[src/rtl/fifo_push_arbiter.sv]
`default_nettype none
//-----------------------------------------------------------------------------
// fifo_push_arbiter : round-robin sharing of one Fifo push port, capped per-requester occupancy -- rev 1.0
//-----------------------------------------------------------------------------
module fifo_push_arbiter #(
   parameter  int p_num_reqs     = 4,
   parameter  int p_msg_bits     = 32,
   parameter  int p_max_inflight = 2,
   localparam int p_id_bits      = (p_num_reqs > 2) ? $clog2(p_num_reqs) : 1,
   localparam int p_cnt_bits     = $clog2(p_max_inflight + 1)
) (
   input  logic                             clk,
   input  logic                             rst,
   input  logic [p_num_reqs-1:0]            req_val,
   output logic [p_num_reqs-1:0]            req_rdy,
   input  logic [p_num_reqs*p_msg_bits-1:0] req_msg,
   output logic                             fifo_push,
   output logic [p_msg_bits-1:0]            fifo_wdata,
   output logic [p_id_bits-1:0]             fifo_wid,
   input  logic                             fifo_full,
   input  logic                             fifo_pop,
   input  logic [p_id_bits-1:0]             fifo_rid,
   output logic [p_num_reqs*p_cnt_bits-1:0] inflight,
   output logic                             err
);

   localparam logic [p_cnt_bits-1:0] c_max_cnt  = p_cnt_bits'(p_max_inflight);
   localparam logic [p_id_bits-1:0]  c_last_idx = p_id_bits'(p_num_reqs - 1);

   logic [p_id_bits-1:0]  ptr_q, ptr_d;
   logic [p_cnt_bits-1:0] cnt_q [p_num_reqs];
   logic [p_cnt_bits-1:0] cnt_d [p_num_reqs];
   logic                  err_q, err_d;

   logic                  gnt_vld;
   logic [p_id_bits-1:0]  gnt_idx;
   logic [p_num_reqs-1:0] push_hit;
   logic [p_num_reqs-1:0] pop_ok;
   int                    idx;

   // Scan from the priority pointer; reset and full both suppress any grant.
   always_comb begin
      gnt_vld = 1'b0;
      gnt_idx = '0;
      idx     = 0;
      if (rst && !fifo_full) begin
         for (int k = 0; k < p_num_reqs; k++) begin
            idx = int'(ptr_q) + k;
            if (idx >= p_num_reqs) idx = idx - p_num_reqs;
            if (!gnt_vld && req_val[idx] && (cnt_q[idx] < c_max_cnt)) begin
               gnt_vld = 1'b1;
               gnt_idx = p_id_bits'(idx);
            end
         end
      end
   end

   always_comb begin
      req_rdy    = '0;
      fifo_wdata = '0;
      for (int i = 0; i < p_num_reqs; i++) begin
         push_hit[i] = gnt_vld && (gnt_idx == p_id_bits'(i));
         req_rdy[i]  = push_hit[i];
         if (push_hit[i]) fifo_wdata = req_msg[i*p_msg_bits +: p_msg_bits];
      end
      fifo_push = gnt_vld;
      fifo_wid  = gnt_idx;
   end

   // A pop to an empty counter is legal only when a push to that index lands in the same cycle.
   always_comb begin
      err_d = err_q;
      for (int i = 0; i < p_num_reqs; i++) begin
         pop_ok[i] = fifo_pop && (fifo_rid == p_id_bits'(i)) &&
                     ((cnt_q[i] != '0) || push_hit[i]);
         cnt_d[i]  = cnt_q[i];
         if (push_hit[i] && !pop_ok[i]) cnt_d[i] = cnt_q[i] + 1'b1;
         else if (pop_ok[i] && !push_hit[i]) cnt_d[i] = cnt_q[i] - 1'b1;
      end
      if (fifo_pop && (pop_ok == '0)) err_d = 1'b1;
      ptr_d = ptr_q;
      if (gnt_vld) ptr_d = (gnt_idx == c_last_idx) ? '0 : gnt_idx + 1'b1;
   end

   always_ff @(posedge clk or negedge rst) begin
      if (!rst) begin
         ptr_q <= '0;
         err_q <= 1'b0;
         for (int i = 0; i < p_num_reqs; i++) cnt_q[i] <= '0;
      end else begin
         ptr_q <= ptr_d;
         err_q <= err_d;
         for (int i = 0; i < p_num_reqs; i++) cnt_q[i] <= cnt_d[i];
      end
   end

   always_comb begin
      for (int i = 0; i < p_num_reqs; i++) inflight[i*p_cnt_bits +: p_cnt_bits] = cnt_q[i];
      err = err_q;
   end

endmodule
`default_nettype wire

[config.mk]
export PLATFORM = sky130hd
export DESIGN_NAME = fifo_push_arbiter
export DESIGN_NICKNAME = d
export VERILOG_FILES = /design/src/rtl/fifo_push_arbiter.sv
export SDC_FILE = /design/constraint.sdc
export NUM_CORES = 1
export LEC_CHECK = 0
export BUFFER_PORTS_ARGS = -buffer_cell sky130_fd_sc_hd__buf_2
export CAP_MARGIN = 20
export CORE_UTILIZATION = 33
export DETAILED_ROUTE_END_ITERATION = 8
export PLACE_DENSITY = 0.78
export SYNTH_ARGS = -nofsm -noshare
export SYNTH_HDL_FRONTEND = slang
export SYNTH_SLANG_ARGS = --single-unit
[constraint.sdc]
create_clock -name clk -period 2.8 [get_ports clk]
set_clock_uncertainty 0.05 [all_clocks]
set_input_delay 0.28 -clock clk [delete_from_list [all_inputs] [get_ports clk]]
set_output_delay 0.28 -clock clk [all_outputs]
set_load 0.03 [all_outputs]
# Word-level counts from Yosys, hierarchy flattened
# Index checks and enable logic that the tools add are counted.
[word_totals] wordCells=162 ff_bits=11
[classes] bitwise=4 order_cmp=16 reduce_logical=56 addsub=16 eq_ne=6 muxes=58
[ops] operator="32-bit two-way mux" n=12
[ops] operator="32-bit by 3-bit >= comparator with 1-bit output, second input constant" n=4
[ops] operator="32-bit by 4-bit < comparator with 1-bit output, second input constant" n=4
[ops] operator="32-bit NOT" n=4
[ops] operator="2-bit two-way mux" n=22
[ops] operator="1-bit logical AND" n=29
[ops] operator="2-bit binary-select mux with 2-bit select" n=4
[ops] operator="1-bit two-way mux" n=16
[ops] operator="2-bit nonzero test" n=8
[ops] operator="1-bit logical NOT" n=12
[ops] operator="3-bit by 3-bit subtractor with 4-bit output, second input constant" n=3
[ops] operator="2-bit by 1-bit adder with 2-bit output, second input constant" n=5
[ops] operator="3-bit >= comparator, second input constant" n=3
[ops] operator="1-bit binary-select mux with 2-bit select" n=4
[ops] operator="2-bit == test, second input constant" n=4
[ops] operator="2-bit < comparator, second input constant" n=4
[ops] operator="2-bit by 1-bit subtractor with 2-bit output, second input constant" n=4
[ops] operator="2-bit by 2-bit adder with 3-bit output, second input constant" n=2
[ops] operator="2-bit by 1-bit == test with 1-bit output, second input constant" n=2
[ops] operator="2-bit logical NOT" n=2
[ops] operator="4-bit logical NOT" n=1
[ops] operator="1-bit logical OR" n=4
[ops] operator="2-bit by 3-bit subtractor with 4-bit output, second input constant" n=1
[ops] operator="2-bit by 1-bit adder with 3-bit output, second input constant" n=1
[ops] operator="2-bit by 3-bit >= comparator with 1-bit output, second input constant" n=1

# Logic depth before layout (Yosys ltp)
[depth] depth_word=33 ltp_mapped=15 ltp_nobuf=11

# Worst setup path before layout
# Ideal clock, no wire load.
[synth_path] path_kind="register to output" start="reg cnt_q, in the netlist inflight[1]" end="out fifo_wdata[4]" required_time_ps=2470 arrival_time_ps=3359 path_buffers=2 path_stages_with_launch=13 slack_ps=-889 path_cell_list="dfrtp_1 > nor2b_1 > a21o_1 > a21oi_1 > nor2_1 > nor3_1 > ha_1 > clkbuf_1 > clkbuf_1 > a221oi_1 > nor3_1 > a21oi_1 > nor2_1"
[synth_between] elab_chain_len=28 elab_cells_between_ends=51 cone_classes="order compare (4); eq/ne (3); mux (29); reduce/logical (15)"
[synth_rtl] element="start: declaration" line="31" text="logic [p_cnt_bits-1:0] cnt_q [p_num_reqs];"
[synth_rtl] element="2-bit binary-select mux with 2-bit select" line="50" text="if (!gnt_vld && req_val[idx] && (cnt_q[idx] < c_max_cnt)) begin"
[synth_rtl] element="2-bit two-way mux (not written as such) (2 in a row)" line="50"
[synth_rtl] element="2-bit < comparator" line="50"
[synth_rtl] element="1-bit logical AND" line="50"
[synth_rtl] element="1-bit two-way mux" line="50"
[synth_rtl] element="1-bit two-way mux" line="46" text="if (rst && !fifo_full) begin"
[synth_rtl] element="1-bit logical NOT" line="50"
[synth_rtl] element="1-bit logical AND (2 in a row)" line="50"
[synth_rtl] element="[8 not listed]"
[synth_rtl] element="1-bit logical AND (2 in a row)" line="50"
[synth_rtl] element="2-bit two-way mux (*)" line="50"
[synth_rtl] element="2-bit two-way mux (*)" line="46"
[synth_rtl] element="named net fifo_wid[1]" line="19" text="output logic [p_id_bits-1:0] fifo_wid,"
[synth_rtl] element="2-bit logical NOT" line="62" text="push_hit[i] = gnt_vld && (gnt_idx == p_id_bits'(i));"
[synth_rtl] element="1-bit logical AND" line="62"
[synth_rtl] element="32-bit two-way mux (3 in a row)" line="64" text="if (push_hit[i]) fifo_wdata = req_msg[i*p_msg_bits +: p_msg_bits];"
[synth_rtl] element="32-bit two-way mux (*)" line="64"
[synth_rtl] element="end: declaration" line="18" text="output logic [p_msg_bits-1:0] fifo_wdata,"
# The timed path passes the listed nets; every way through them passes the cells marked *. The select of a mux whose other input is x is not followed.

# Worst setup path in the final report
[layout_path] start="reg ptr_q[1]" end="out fifo_wdata[5]"
[layout_between] elab_chain_len=32 elab_cells_between_ends=86 cone_classes="add/sub (7); order compare (8); eq/ne (3); mux (49); bitwise (4); reduce/logical (15)"
[layout_rtl] element="start: declaration" line="30" text="logic [p_id_bits-1:0] ptr_q, ptr_d;"
[layout_rtl] element="start signal: assignment" line="91" text="ptr_q <= ptr_d;"
[layout_rtl] element="2-bit by 3-bit subtractor with 4-bit output / 2-bit by 3-bit >= comparator with 1-bit output (equally long branches)" line="49" text="if (idx >= p_num_reqs) idx = idx - p_num_reqs;"
[layout_rtl] element="32-bit two-way mux" line="49"
[layout_rtl] element="32-bit two-way mux" line="46"
[layout_rtl] element="32-bit NOT (not written as such)" line="50"
[layout_rtl] element="2-bit binary-select mux with 2-bit select" line="50"
[layout_rtl] element="2-bit two-way mux (not written as such) (2 in a row)" line="50"
[layout_rtl] element="2-bit < comparator" line="50"
[layout_rtl] element="1-bit logical AND" line="50"
[layout_rtl] element="[12 not listed]"
[layout_rtl] element="1-bit logical NOT" line="50"
[layout_rtl] element="1-bit logical AND (2 in a row)" line="50"
[layout_rtl] element="2-bit two-way mux" line="50"
[layout_rtl] element="2-bit two-way mux" line="46"
[layout_rtl] element="2-bit logical NOT" line="62"
[layout_rtl] element="1-bit logical AND" line="62"
[layout_rtl] element="32-bit two-way mux (3 in a row)" line="64"
[layout_rtl] element="32-bit two-way mux (*)" line="64"
# Mark *: on every way between the ends. The rest lies on a longest branch, timed or not. The select of a mux whose other input is x is not followed.

==> flow_summary.json <==
{
  "status": "finished, violations left",
  "violations": "setup timing",
  "ir_worst_vdd_uv": 462,
  "synth_top_area_share_pct": 16.1,
  "ys.flop_type": "dfrtp_1",
  "clk_pin_slew_ns": 0.05,
  "antenna_found_initial": 0,
  "core_area_mm2": 0.00524,
  "final_common_cell": "buf_2",
  "dieArea_mm2": 0.00587,
  "max_stage_delay_ns": 0.45,
  "end_kind": "output pin",
  "area_growth_pct": 152,
  "post_drt_wl_per_cell_um": 20.1,
  "drt_iter0_drc": 200,
  "gp_congestion": 0.936,
  "crit_path_cell_trace": "buf_6 > a2111oi_4 > nand4_1 > nand3_2 > and3_4 > ha_4 > nor2b_4 > buf_12 > a221oi_4 > nor3_2 > a21oi_2 > nor2_4 > buf_6",
  "cts_hold_buf": 0,
  "ios": 186,
  "relSlewSlack_pct": 71.6,
  "tightest_slew_ns": 0.424,
  "slowest_stage": "dfrtp_1",
  "synth_top_cell_by_area": "nor2_1",
  "hp-class": "input pin to asynchronous set/reset pin",
  "die_height_um": 76.6,
  "cp_common_cell": "buf_6",
  "cts_made_buffers": 3,
  "layout_min_cycle_time_ns": 3.22,
  "diodes": 0,
  "critPathKind": "flop to output pin",
  "cp.arrival_ns": 2.89,
  "hold_viol": 0,
  "start_util_pct": 35.1,
  "antenna_left": 0,
  "grt_overflow_total": 0,
  "drtPass1Iterations": 5,
  "cp_max_fo": 8,
  "placed_cell_area_mm2": 0.00359,
  "ys_ff_latch": 11,
  "dr_total_vias": 3569,
  "viasPerCell": 6.06,
  "start_kind": "flop",
  "async_reset_ff_share_pct": 100,
  "synth_edf_count": 0,
  "rsz0062_at_grt": "true",
  "avgSynthCellArea_um2": 6.12,
  "clk_root_buffer_cell": "clkbuf_8",
  "synth_fp_nets": 443,
  "yosysWarnings": 0,
  "crit_required_ns": 2.47,
  "grt_max_degree": 37,
  "p_leak_uw": 0.00205,
  "synth_cell_type_count": 33,
  "synthTopCellsByArea": "nor2_1 16%, a221oi_1 15%, dfrtp_1 15%",
  "grt_pass1_vias": 3294,
  "drive_above_1_share_pct": 73.6,
  "drv_slew": 0,
  "cap_violations": 0,
  "fin_ws_ns": -0.423,
  "final_cell_mix": "152 x buf_2, 45 x nor2_1, 39 x buf_6",
  "worst_skew_pair.late_latency_ns": 0.24,
  "hpwl_um": 6700,
  "design_area_mm2": 0.00462,
  "h-tree-depth": 1,
  "p_per_area_mw_per_mm2": 485,
  "netlist_instances": 300,
  "die_w_um": 76.6,
  "grt_usage_pct": 34.4,
  "cts.path.max_buffers": 2,
  "fmax_mhz": 310,
  "cts_tree": "built",
  "synth.yosys.seq_area_share_pct": 15.0,
  "final.period_utilization_pct": 115,
  "cts.sink_count": 11,
  "route.detailed.drc": 0,
  "nets": 663,
  "fin_setup_tns_ns": -11.80,
  "port_buffers": 185,
  "synthesis.area_mm2": 0.00184,
  "whs_ns": 0.0318,
  "grt_pass1_wl_um": 16100,
  "fp-row-count": 26,
  "finalSetupViolCount": 35,
  "routed_wl_um": 11800
}
==> metal layers <==
layer  GRT usage, %  share of wire (%)
met1           39.2                 36
met2           63.4                 51
met3           4.19                7.5
met4           15.8                5.8
met5              0                  0
==> cell usage after synthesis, drive strengths merged, types with 2 or more instances <==
master and n:
nor2 79, a21oi 44, nor3 37, a221oi 32, clkbuf 26, dfrtp 11
inv 8, nand2 8, o21ai 8, nor2b 7, ha 5, and2 4
and3 4, nand2b 3, nand3 3, a31oi 2, nand3b 2, nand4 2
o21a 2, xor2 2
==> area by class of cell <==
cell class / count / area [um^2]
repair buffers: 239 / 1820
clock buffers: 4 / 45.0
multi-input cells: 257 / 2360
flip-flops and latches: 11 / 279
fillers: 257 / 617
well taps: 70 / 87.6
inverters: 8 / 32.5
==> per-stage QoR <==
stage               std cells  util [%]  power (uW)  worst slack, ns
finish                    589      88.2        2240           -0.423
global route              589      88.2        2350           -0.548
CTS                       582      80.6        2000           -0.310
detailed placement        566      68.6        1550           -0.552
global placement          566      68.6        1510           -0.496
floorplan                 300         -        1170          -0.0900
==> repair_timing <==
action	4_1_cts	5_1_grt
setup endpoints to repair	37	36
setup buffers	7	6
cloned	6	2
gates resized for setup	101	62
pin swaps	30	15
==> sequential cells by signal (all words and copies together), names as in the netlist <==
| register | flops |
|---|---|
| ptr_q | 2 |
| inflight | 8 |
| err | 1 |
==> cell families after synthesis <==
kind of cell	count (synthesis)	synth area share, %
buffers and inverters	34	6.95
DFF	11	15.0
xor gates and xnor gates	3	1.43
muxes	1	0.613
and+or+nand+nor	151	37.2
adders and majority gates	5	3.41
AOI/OAI and AO/OA	95	35.4
==> worst max-delay path: cells and delay by family (launching register included) <==
family | cells | cell delay [ns]
AOI/OAI and AO/OA | 3 | 0.74
and+or+nand+nor | 6 | 0.73
buffers and inverters | 3 | 0.48
DFF | 1 | 0.45
adders and majority gates | 1 | 0.24
==> report_power, final <==
group / switching, uW / total, uW / internal (uW)
Clock: 61.6 / 162 / 100
Sequential: 48.6 / 249 / 200
Combinational: 1000 / 1830 / 830
==> path summary, 6_finish.rpt <==
kind                                  start            end  slack (ns)  cells after the start
max in group asynchronous               rst    inflight[7]        2.50                      3
worst min-delay path                    rst    inflight[4]        0.03                      3
worst max-delay path               ptr_q[1]  fifo_wdata[5]       -0.42                     13
worst min register to register          err            err        0.41                      1
worst max register to register  inflight[3]            err       -0.25                     17
min in group clk                   fifo_pop            err        0.31                      2
Power figures use the tool's default switching activity.
